File: src/rtl/pipe_stall_ctrl_if.sv
// Handshake bundle between the ID-stage hazard/sequencing controller and the pipeline.
// The master side is the pipeline (drives hazard inputs); the slave side is the controller.
interface pipe_stall_ctrl_if;
   logic        IDEX_MemRead;
   logic [4:0]  IDEX_RegisterRt;
   logic [4:0]  IFID_RegisterRs;
   logic [4:0]  IFID_RegisterRt;
   logic        IFID_MemWrite;
   logic        IFID_IsMulDiv;
   logic        IFID_UsesHiLo;
   logic        EX_BranchTaken;
   logic        PCWrite;
   logic        IFID_Write;
   logic        IDEX_Bubble;
   logic        IFID_Flush;
   logic        md_start;
   logic        md_busy;
   logic [15:0] stall_cycles;

   modport master (
      output IDEX_MemRead, IDEX_RegisterRt, IFID_RegisterRs, IFID_RegisterRt,
             IFID_MemWrite, IFID_IsMulDiv, IFID_UsesHiLo, EX_BranchTaken,
      input  PCWrite, IFID_Write, IDEX_Bubble, IFID_Flush, md_start, md_busy,
             stall_cycles
   );

   modport slave (
      input  IDEX_MemRead, IDEX_RegisterRt, IFID_RegisterRs, IFID_RegisterRt,
             IFID_MemWrite, IFID_IsMulDiv, IFID_UsesHiLo, EX_BranchTaken,
      output PCWrite, IFID_Write, IDEX_Bubble, IFID_Flush, md_start, md_busy,
             stall_cycles
   );
endinterface

File: src/rtl/pipe_stall_ctrl.sv
// ID-stage stall/flush controller: load-use interlock, taken-branch flush and
// multi-cycle mult/div issue tracking with HI/LO structural/data stalls.
module pipe_stall_ctrl #(
   parameter int unsigned MD_CYCLES = 32
) (
   input logic             clk,
   input logic             reset,
   pipe_stall_ctrl_if.slave ps
);

   localparam int unsigned CNT_W = 6;
   localparam int unsigned SC_W  = 16;

   typedef enum logic [0:0] {
      RUN     = 1'b0,
      MD_BUSY = 1'b1
   } state_e;

   state_e            state_q, state_d;
   logic [CNT_W-1:0]  md_cnt_q, md_cnt_d;
   logic [SC_W-1:0]   stall_cycles_q, stall_cycles_d;

   logic load_use_c;
   logic md_hazard_c;
   logic stall_c;
   logic pc_write_c;
   logic ifid_write_c;
   logic idex_bubble_c;
   logic ifid_flush_c;
   logic md_start_c;
   logic md_busy_c;

   always_ff @(posedge clk) begin
      if (reset) begin
         state_q        <= RUN;
         md_cnt_q       <= '0;
         stall_cycles_q <= '0;
      end else begin
         state_q        <= state_d;
         md_cnt_q       <= md_cnt_d;
         stall_cycles_q <= stall_cycles_d;
      end
   end

   // Hazard detection, output priority (flush > stall > pass) and next state
   always_comb begin
      load_use_c     = 1'b0;
      md_hazard_c    = 1'b0;
      stall_c        = 1'b0;
      pc_write_c     = 1'b1;
      ifid_write_c   = 1'b1;
      idex_bubble_c  = 1'b0;
      ifid_flush_c   = 1'b0;
      md_start_c     = 1'b0;
      state_d        = state_q;
      md_cnt_d       = md_cnt_q;
      stall_cycles_d = stall_cycles_q;

      // A store's rt only supplies data, which mem-to-mem forwarding covers
      load_use_c = ps.IDEX_MemRead && (ps.IDEX_RegisterRt != 5'd0) &&
                   ((ps.IDEX_RegisterRt == ps.IFID_RegisterRs) ||
                    ((ps.IDEX_RegisterRt == ps.IFID_RegisterRt) && !ps.IFID_MemWrite));
      md_hazard_c = (state_q == MD_BUSY) && (ps.IFID_IsMulDiv || ps.IFID_UsesHiLo);

      if (!reset) begin
         stall_c = (load_use_c || md_hazard_c) && !ps.EX_BranchTaken;
         if (ps.EX_BranchTaken) begin
            ifid_flush_c  = 1'b1;
            idex_bubble_c = 1'b1;
         end else if (stall_c) begin
            pc_write_c    = 1'b0;
            ifid_write_c  = 1'b0;
            idex_bubble_c = 1'b1;
         end
         md_start_c = (state_q == RUN) && ps.IFID_IsMulDiv && !stall_c && !ps.EX_BranchTaken;
      end

      if (stall_c && (stall_cycles_q != '1)) begin
         stall_cycles_d = stall_cycles_q + SC_W'(1);
      end

      // A flush never cancels an issued mult/div: it is older than the branch
      unique case (state_q)
         RUN: begin
            if (md_start_c) begin
               state_d  = MD_BUSY;
               md_cnt_d = CNT_W'(MD_CYCLES);
            end
         end
         MD_BUSY: begin
            if (md_cnt_q <= CNT_W'(1)) begin
               state_d  = RUN;
               md_cnt_d = '0;
            end else begin
               md_cnt_d = md_cnt_q - CNT_W'(1);
            end
         end
         default: begin
            state_d  = RUN;
            md_cnt_d = '0;
         end
      endcase
   end

   assign md_busy_c = (state_q == MD_BUSY) && !reset;

   assign ps.PCWrite      = pc_write_c;
   assign ps.IFID_Write   = ifid_write_c;
   assign ps.IDEX_Bubble  = idex_bubble_c;
   assign ps.IFID_Flush   = ifid_flush_c;
   assign ps.md_start     = md_start_c;
   assign ps.md_busy      = md_busy_c;
   assign ps.stall_cycles = stall_cycles_q;

endmodule
File: src/flat_wrapper.sv
// flat-port wrapper written by rule: the top's interface ports become plain ports
module pipe_stall_ctrl_flat 
#(
   parameter int unsigned MD_CYCLES = 32
)
  (clk, reset, ps_IDEX_MemRead, ps_IDEX_RegisterRt, ps_IFID_RegisterRs, ps_IFID_RegisterRt, ps_IFID_MemWrite, ps_IFID_IsMulDiv, ps_IFID_UsesHiLo, ps_EX_BranchTaken, ps_PCWrite, ps_IFID_Write, ps_IDEX_Bubble, ps_IFID_Flush, ps_md_start, ps_md_busy, ps_stall_cycles);
  pipe_stall_ctrl_if ps_i ();
  input logic clk;
  input logic reset;
  input wire logic [$bits(ps_i.IDEX_MemRead)-1:0] ps_IDEX_MemRead;
  input wire logic [$bits(ps_i.IDEX_RegisterRt)-1:0] ps_IDEX_RegisterRt;
  input wire logic [$bits(ps_i.IFID_RegisterRs)-1:0] ps_IFID_RegisterRs;
  input wire logic [$bits(ps_i.IFID_RegisterRt)-1:0] ps_IFID_RegisterRt;
  input wire logic [$bits(ps_i.IFID_MemWrite)-1:0] ps_IFID_MemWrite;
  input wire logic [$bits(ps_i.IFID_IsMulDiv)-1:0] ps_IFID_IsMulDiv;
  input wire logic [$bits(ps_i.IFID_UsesHiLo)-1:0] ps_IFID_UsesHiLo;
  input wire logic [$bits(ps_i.EX_BranchTaken)-1:0] ps_EX_BranchTaken;
  output wire logic [$bits(ps_i.PCWrite)-1:0] ps_PCWrite;
  output wire logic [$bits(ps_i.IFID_Write)-1:0] ps_IFID_Write;
  output wire logic [$bits(ps_i.IDEX_Bubble)-1:0] ps_IDEX_Bubble;
  output wire logic [$bits(ps_i.IFID_Flush)-1:0] ps_IFID_Flush;
  output wire logic [$bits(ps_i.md_start)-1:0] ps_md_start;
  output wire logic [$bits(ps_i.md_busy)-1:0] ps_md_busy;
  output wire logic [$bits(ps_i.stall_cycles)-1:0] ps_stall_cycles;
  assign ps_i.IDEX_MemRead = ps_IDEX_MemRead;
  assign ps_i.IDEX_RegisterRt = ps_IDEX_RegisterRt;
  assign ps_i.IFID_RegisterRs = ps_IFID_RegisterRs;
  assign ps_i.IFID_RegisterRt = ps_IFID_RegisterRt;
  assign ps_i.IFID_MemWrite = ps_IFID_MemWrite;
  assign ps_i.IFID_IsMulDiv = ps_IFID_IsMulDiv;
  assign ps_i.IFID_UsesHiLo = ps_IFID_UsesHiLo;
  assign ps_i.EX_BranchTaken = ps_EX_BranchTaken;
  assign ps_PCWrite = ps_i.PCWrite;
  assign ps_IFID_Write = ps_i.IFID_Write;
  assign ps_IDEX_Bubble = ps_i.IDEX_Bubble;
  assign ps_IFID_Flush = ps_i.IFID_Flush;
  assign ps_md_start = ps_i.md_start;
  assign ps_md_busy = ps_i.md_busy;
  assign ps_stall_cycles = ps_i.stall_cycles;
  pipe_stall_ctrl #(.MD_CYCLES(MD_CYCLES)) u_core (.clk(clk), .reset(reset), .ps(ps_i));
endmodule
File: config.mk
export PLATFORM = sky130hd
export DESIGN_NAME = pipe_stall_ctrl_flat
export DESIGN_NICKNAME = d
export VERILOG_FILES = /design/src/rtl/pipe_stall_ctrl_if.sv /design/src/rtl/pipe_stall_ctrl.sv /design/src/flat_wrapper.sv
export SDC_FILE = /design/constraint.sdc
export NUM_CORES = 1
export LEC_CHECK = 0
export ABC_AREA = 1
export CAP_MARGIN = 10
export CORE_MARGIN = 1.5
export CORE_UTILIZATION = 65
export DETAILED_ROUTE_END_ITERATION = 12
export DONT_BUFFER_PORTS = 1
export HOLD_SLACK_MARGIN = 0.1
export PLACE_DENSITY_LB_ADDON = 0.25
export SLEW_MARGIN = 20
export SYNTH_ARGS = -nofsm -noshare
export SYNTH_HDL_FRONTEND = slang
export SYNTH_SLANG_ARGS = --single-unit
File: constraint.sdc
create_clock -name clk -period 3.6 [get_ports clk]
set_input_delay 0.72 -clock clk [delete_from_list [all_inputs] [get_ports clk]]
set_output_delay 0.72 -clock clk [all_outputs]
set_load 0.1 [all_outputs]
# --- Yosys cells after proc, flatten, opt, wreduce, memory -nomap -nowiden ---
# Index checks and enable logic that the tools add are counted.
# W data, S select, Z words.
totals:
  in_bits: 22
  reg_bits: 23
  output_inout_bits: 22
  word_cells: 45
classes:
  magnitude_cmp: 1
  eq_ne: 4
  muxes: 16
  n_bitwise: 1
  addsub: 2
  n_reduce_logical: 18
op_table:
  columns: ["op", "count"]
  rows:
  - ["$add A16 B1 Y16 const B", 1]
  - ["$ne A16 B16 Y1 const B", 1]
  - ["$mux W1", 12]
  - ["$mux W6", 2]
  - ["$pmux W6 S2", 1]
  - ["$eq A5 B5 Y1", 2]
  - ["$logic_and A1 B1 Y1", 10]
  - ["$le A6 B1 Y1 const B", 1]
  - ["$sub A6 B1 Y6 const B", 1]
  - ["$reduce_bool A5 Y1", 1]
  - ["$logic_not A1 Y1", 4]
  - ["$logic_or A1 B1 Y1", 3]
  - ["$ne A2 B2 Y1 const B", 1]
  - ["$pmux W1 S2", 1]
  - ["$not A1 Y1", 1]

# --- Longest topological paths before layout ---
# Gate-level depths: netlist of the first run.
depth:
  ltp_word: 12
  depth_mapped: 12
  ltp_nobuf: 12

# --- Worst setup path after synthesis of the first run ---
# Ideal clock, no wire load.
synth_timing:
  path_kind: "input to output"
  from: "in reset"
  to: "out ps_PCWrite"
  t_required_ns: 2.880
  path_buffers: 3
  cell_stages: 5
  slack_ns: 0.329
  arrival_ns: 2.551
  cell_sequence: "clkbuf_1 nor2_1 buf_2 nand2_1 buf_4"
synth_via:
  elab_chain_len: 1
synth_rtl:
  columns: ["element", "line", "text"]
  rows:
  - ["start: declaration", "flat_wrapper.sv:9", "input logic reset;"]
  - ["$mux W1", null, null]
  - ["end: declaration", "flat_wrapper.sv:18", "output wire logic [$bits(ps_i.PCWrite)-1:0] ps_PCWrite;"]
# Every way passes these cells.

# --- Worst setup path in the final report of the first run ---
layout_timing:
  from: "in ps_IDEX_RegisterRt[2]"
  to: "out ps_PCWrite"
layout_via:
  elab_chain_len: 9
  elab_cells_between_ends: 12
  classes_between: "eq/ne (2); mux (3); reduce/logical (7)"
layout_rtl:
  columns: ["element", "line", "text"]
  rows:
  - ["start: declaration", "flat_wrapper.sv:11", "input wire logic [$bits(ps_i.IDEX_RegisterRt)-1:0] ps_IDEX_RegisterRt;"]
  - ["$eq A5 B5 Y1", "pipe_stall_ctrl.sv:62", "((ps.IDEX_RegisterRt == ps.IFID_RegisterRt) && !ps.IFID_MemWrite));"]
  - ["$logic_and A1 B1 Y1", "pipe_stall_ctrl.sv:62", null]
  - ["$logic_or A1 B1 Y1", "pipe_stall_ctrl.sv:61", "((ps.IDEX_RegisterRt == ps.IFID_RegisterRs) ||"]
  - ["$logic_and A1 B1 Y1 (*)", "pipe_stall_ctrl.sv:60", "load_use_c = ps.IDEX_MemRead && (ps.IDEX_RegisterRt != 5'd0) &&"]
  - ["$logic_or A1 B1 Y1 (*)", "pipe_stall_ctrl.sv:66", "stall_c = (load_use_c || md_hazard_c) && !ps.EX_BranchTaken;"]
  - ["$logic_and A1 B1 Y1 (*)", "pipe_stall_ctrl.sv:66", null]
  - ["$mux W1 (*) (3 in series)", null, null]
# Every way passes the cells marked *; elsewhere a longest branch is shown, timed or not.

==> flow_metrics.tcl, run 1 <==
set metrics [dict create \
    outcome "finished clean" \
    synth_top_family_by_area "simple AND/OR/NAND/NOR gates" \
    cp_max_fo 18 \
    wl_per_cell_um 11.75 \
    start_kind "input port" \
    synth.cell_area_um2 1625 \
    finalHoldViolCount 0 \
    final_common_cell "nand2_1" \
    max_stage_delay_ns 0.48 \
    finalSetupViolCount 0 \
    drc 0 \
    yosysWarnings 0 \
    cp-startpoint "ps_IDEX_RegisterRt[2]" \
    chipHeight_um 53.01 \
    max-cap-violations 0 \
    die_area_um2 2810 \
    crit_path_top_delay_cell "buf_4" \
    dpl_worst_slack_ns 0.7879 \
    max_freq_mhz 355.9 \
    clk_latency_ns 0.32 \
    gp_congestion 0.8399 \
    pwr-share-comb_pct 15.6 \
    rows 17 \
    crit_end "ps_PCWrite" \
    r2r_cells 8 \
    cp_cell_sequence "inv_1, nand4_1, o21ai_0, inv_1, nand2_1, nand2_2, nand2_2, buf_4" \
    start_util_pct 71.41 \
    switching_share_pct 29.63 \
    synth_cell_types 26 \
    period_minus_slack_ns 2.809 \
    rrSetupSlack_ns 1.33 \
    postRouteWirelength_um 3512 \
    syn2layout_area_growth_pct 11.78 \
    place_hpwl_um 2607 \
    worstMarginPinSlew_ns 0.5446 \
    synth_top_area_cell "dfxtp_1" \
    antenna_left 0 \
    fp.dieW_um 53.01 \
    fin_nets 297 \
    min_path_type "input port to flop" \
    pwr-share-seq_pct 57.2 \
    grt_pass1_wl_um 5858 \
    htree_levels 1 \
    maxSlewViolCount 0 \
    cts-hold-fix-buffers 0 \
    n_antenna_cell 0 \
    cts_tree "built" \
    fin_crit_sh_pct 78.04 \
    synth_simple_gate_area_share_pct 39.57 \
    fillers 173 \
    synth.area.top_cells "dfxtp_1 (28%), nand2_1 (16%), inv_1 (9.2%), nand4_1 (7.3%), xor2_1 (7.0%)" \
    leakagePower_uw 0.0008711 \
    syn_nets 278 \
    crit_arrival_ns 2.09 \
    vias 1625 \
    drive_gt1_share_pct 13.65 \
    maxSlewHeadroom_pct 63.99 \
    cp-end-kind "primary output" \
    synthXorXnorAreaFrac_pct 9.161 \
    pin_count 44 \
    io_buffer_count 0 \
    cts_resized 0 \
    dp_cells 295 \
    gr-total-overflow 0 \
    reg2reg_from "u_core.ps.stall_cycles[1]$_SDFFE_PP0P_" \
    cts-root-buf "clkbuf_4" \
    p_int_uw 318.2 \
    ys_seq_elements 23 \
    synth-compound-area-share_pct 8.699 \
    track_usage_pct 27.55 \
    firstDrtPassIters 4 \
    setup_ws_ns 0.7906 \
    required_ns 2.88 \
    vias_per_cell 5.435 \
    synth.top_cell.area_share_pct 28.33 \
    cts_buffer_depth 2 \
    postCtsSetupBuffers 0 \
    crit_type "input port to primary output" \
    cts_buffers 3 \
    grt_max_degree 25 \
    clkPwrFrac_pct 27.2 \
    ir_worst_vdd_mv 0.1878 \
    drt-initial-drc-count 35 \
    antenna_found_initial 0 \
    mostFrequentLayoutCells "nand2_1 (67), inv_1 (40), dfxtp_1 (23)" \
    grt_pass1_vias 1478 \
    synthAdderAreaFrac_pct 2.309 \
    p_switching_uw 134.0 \
    core_area_um2 2276 \
    setup_tns_ns 0 \
    p_per_area_nw_per_um2 248.9 \
    synth.avg_cell_area_um2 6.424 \
    path_clk_slew_ns 0.13 \
    ys_seq_area_share_pct 28.33 \
    rsz0062_at_grt "no" \
    fin_worst_skew_ns 0.002195 \
    reg2reg_to "u_core.ps.stall_cycles[7]$_SDFFE_PP0P_" \
    clock-sinks 23 \
    synthMuxAreaShare_pct 0 \
    instances_no_fill 299 \
    postSynthCellCount 253 \
]
-- metal layers --
metal / GRT usage [%] / vias to the layer above / wire length, µm / part of all wire, %
met5: 0 / - / 0 / 0
met4: 8.547 / 0 / 44 / 1.3
met3: 4.520 / 7 / 227 / 6.5
met2: 48.33 / 51 / 1663 / 47
met1: 34.15 / 719 / 1576 / 45
li1: - / 848 / - / -
-- area by class of cell --
cell class | count | area, µm² | share of cell area [%]
Inverter | 40 | 150.1 | 8.264
Sequential cell | 23 | 460.4 | 25.34
Clock inverter | 1 | 5.005 | 0.2755
Multi-Input combinational cell | 182 | 978.4 | 53.86
Clock buffer | 3 | 22.52 | 1.240
Timing Repair Buffer | 22 | 165.2 | 9.091
Tap cell | 28 | 35.03 | 1.928
-- critical path: cells and delay by family --
kind / cells / cell delay [ns]
AOI/OAI and AO/OA: 1 / 0.17
buffers and inverters: 3 / 0.61
and+or+nand+nor: 4 / 0.58
-- through the flow --
step                      util (%)  hold WS (ns)  area, µm²  total power, µW
after floorplan                  -        0.4728       1625            326.5
after global routing         79.82        0.4369       1817            469.2
after CTS                    79.82        0.4444       1817            454.2
final                        79.82        0.4456       1817            452.2
after global placement       78.61        0.4833       1789            333.0
after detailed placement     78.61        0.4960       1789            334.5
-- power by group through the flow --
stage / Sequential (µW) / Combinational (µW) / Clock, µW
after floorplan: 266 / 60.4 / 0
after global placement: 264 / 68.7 / 0
after detailed placement: 264 / 70.1 / 0
after CTS: 259 / 70.5 / 125
after global routing: 259 / 77.9 / 132
final: 259 / 70.4 / 123
-- Yosys cell counts --
master    instances
ha_1              3
nand2_2           2
buf_4             1
a21oi_1          20
xor2_1           13
or3_1             1
nand3_1          14
nor2_1           21
nor3_2            1
nand4_1          19
dfxtp_1          23
nor3b_1           1
nor3b_4           1
or2_2             1
xnor2_1           4
a21oi_2           1
o21ai_0           5
o211ai_1          1
nand3_4           1
buf_6             1
clkbuf_1          4
buf_2             2
nor3_1            4
inv_1            40
nand2_1          68
nand4_4           1
-- worst min-delay path by stage --
stage | startpoint | endpoint | slack (ns) | cells after the start
finish | reset | u_core.ps.stall_cycles[10]$_SDFFE_PP0P_ | 0.45 | 1
global route | reset | u_core.ps.stall_cycles[14]$_SDFFE_PP0P_ | 0.44 | 1
CTS | reset | u_core.ps.stall_cycles[1]$_SDFFE_PP0P_ | 0.44 | 1
detailed placement | u_core.md_cnt_q[1]$_SDFFE_PP0P_ | u_core.md_cnt_q[1]$_SDFFE_PP0P_ | 0.50 | 2
global placement | u_core.md_cnt_q[1]$_SDFFE_PP0P_ | u_core.md_cnt_q[1]$_SDFFE_PP0P_ | 0.48 | 2
floorplan | u_core.md_cnt_q[1]$_SDFFE_PP0P_ | u_core.md_cnt_q[1]$_SDFFE_PP0P_ | 0.47 | 2
-- kinds of logic after synthesis --
group	count (synthesis)
adders and majority gates	3
and+or+nand+nor	135
xor gates and xnor gates	17
DFF	23
buffers and inverters	48
AOI/OAI and AO/OA	27
-- flip-flops by register name, summed over array words and instances, names as in the netlist --
register and flops:
u_core.ps.stall_cycles 16, u_core.md_cnt_q 6, u_core.state_q 1
Note: power is estimated with default switching activity, not from simulation.
==> run 2: changes to the inputs <==
- CORE_UTILIZATION: 65 -> 63
- clock period: 3.6 -> 2.9 ns (I/O delays scaled with it)
==> run 2 against run 1 <==
  * Die area is 3.0% higher
  * Clock-buffer cell count rose by 1
  * Non-clock buffer count increased by 1
  * Register-to-register slack worse by 0.53 ns
  * Final cell count rose by 1.0%
  * Combinational power grew 25%
  * Global-route usage down 0.67 points
  * Utilization fell by 5.5 points
  * Worst hold slack got worse by 0.14 ns
  * Cell area grew 0.48%
  * Highest routed layer unchanged
==> flow_metrics.tcl, run 2 (synthesis results as in run 1) <==
set metrics [dict create \
    die_area_um2 2893 \
    required_ns 2.32 \
    maxSlewViolCount 0 \
    track_usage_pct 26.88 \
    clock-sinks 23 \
    grt_max_degree 25 \
    syn2layout_area_growth_pct 12.32 \
    cts-root-buf "clkbuf_4" \
    p_per_area_nw_per_um2 305.4 \
    rsz0062_at_grt "no" \
    vias_per_cell 5.421 \
    drive_gt1_share_pct 13.60 \
    cts_buffer_depth 2 \
    max-cap-violations 0 \
    fin_worst_skew_ns 0.001201 \
    gr-total-overflow 0 \
    leakagePower_uw 0.0008737 \
    setup_tns_ns 0 \
    clk_latency_ns 0.31 \
    hold_ws_ns 0.3087 \
    chipHeight_um 53.79 \
    rrSetupSlack_ns 0.80 \
    postCtsSetupBuffers 0 \
    crit_type "flop to primary output" \
    vias 1637 \
    maxSlewHeadroom_pct 64.01 \
    postRouteWirelength_um 3595 \
    min_path_type "input port to flop" \
    fillers 214 \
    ir_worst_vdd_mv 0.2821 \
    min_from "reset" \
    grt_pass1_vias 1464 \
    start_util_pct 66.21 \
    reg2reg_to "u_core.ps.stall_cycles[1]$_SDFFE_PP0P_" \
    firstDrtPassIters 4 \
    core_area_um2 2455 \
    start_kind "flop" \
    r2r_cells 7 \
    fp.dieW_um 53.79 \
    setup_ws_ns 0.5655 \
    reg2reg_from "u_core.ps.stall_cycles[8]$_SDFFE_PP0P_" \
    cts_buffers 3 \
    drc 0 \
    cp-end-kind "primary output" \
    antenna_found_initial 0 \
    cp_max_fo 8 \
    fin_crit_sh_pct 80.50 \
    antenna_left 0 \
    outcome "finished clean" \
    cp-startpoint "u_core.state_q$_SDFF_PP0_" \
    cts_resized 0 \
    crit_arrival_ns 1.75 \
    grt_pass1_wl_um 5809 \
    pin_count 44 \
    dpl_worst_slack_ns 0.6127 \
    crit_end "ps_md_start" \
    fin_nets 298 \
    multiInputGateArea_um2 978.4 \
    path_clk_slew_ns 0.12 \
    mostFrequentLayoutCells "nand2_1 (67), inv_1 (40), buf_4 (23), dfxtp_1 (23), a21oi_1 (20)" \
    largest_register_ffs 16 \
    place_hpwl_um 2635 \
    cts_tree "built" \
    finalHoldViolCount 0 \
    rows 18 \
    io_buffer_count 0 \
    regArea_um2 460.4 \
    drt-initial-drc-count 40 \
    n_antenna_cell 0 \
    worstMarginPinSlew_ns 0.5443 \
    htree_levels 1 \
    finalSetupViolCount 0 \
    period_minus_slack_ns 2.334 \
    gp_congestion 0.8364 \
    max_freq_mhz 428.4 \
    cts-hold-fix-buffers 0 \
    final_common_cell "nand2_1" \
    wl_per_cell_um 11.90 \
]
-- run 2: changes by cell type in the layout (fill, tap and decap cells not counted) --
cell,before,now
buf_4,22,23
clkbuf_1,0,1
clkinv_2,1,0
-- run 2: worst max-delay path, cell delays in order, from the launching register on --
cell and delay [ns]:
dfxtp_1 0.35, inv_1 0.20, nand3_1 0.11, inv_1 0.07
nand4_1 0.29, inv_1 0.12, buf_4 0.29
-- run 2: layout make-up --
class	instances	share of cell area [%]
multi-input cells	182	53.60
flip-flops and latches	23	25.22
repair buffers	23	9.459
inverters	40	8.225
well taps	30	2.056
clock buffers	4	1.439
-- run 2: how the worst min path moves through the flow --
stage | to | slack (ns) | depth (start not counted)
global placement | u_core.ps.stall_cycles[7]$_SDFFE_PP0P_ | 0.48 | 2
CTS | u_core.ps.stall_cycles[10]$_SDFFE_PP0P_ | 0.31 | 1
floorplan | u_core.md_cnt_q[1]$_SDFFE_PP0P_ | 0.47 | 2
detailed placement | u_core.ps.stall_cycles[7]$_SDFFE_PP0P_ | 0.49 | 2
global route | u_core.ps.stall_cycles[10]$_SDFFE_PP0P_ | 0.29 | 1
finish | u_core.ps.stall_cycles[10]$_SDFFE_PP0P_ | 0.31 | 1
-- run 2: metal layers --
metal  vias up  track usage [%]  share of wire, %
li1        851                -                 -
met1       726            31.50                44
met2        55            45.93                48
met3         5            6.667               5.9
met4         0            11.97               1.3
met5         -                0                 0
-- run 2: where the power goes --
part / switching, µW / total (µW) / internal, µW
registers: 2.49 / 321 / 319
logic: 62.6 / 88.0 / 25.4
clock network: 94.2 / 148 / 53.8
-- run 2: per-stage QoR --
step	instances	area (µm²)	power (µW)	utilization, %
floorplan	253	1628	405.7	-
global placement	298	1799	414.8	73.29
detailed placement	298	1799	415.9	73.29
CTS	302	1826	559.6	74.36
global route	302	1826	584.3	74.36
finish	302	1826	557.5	74.36
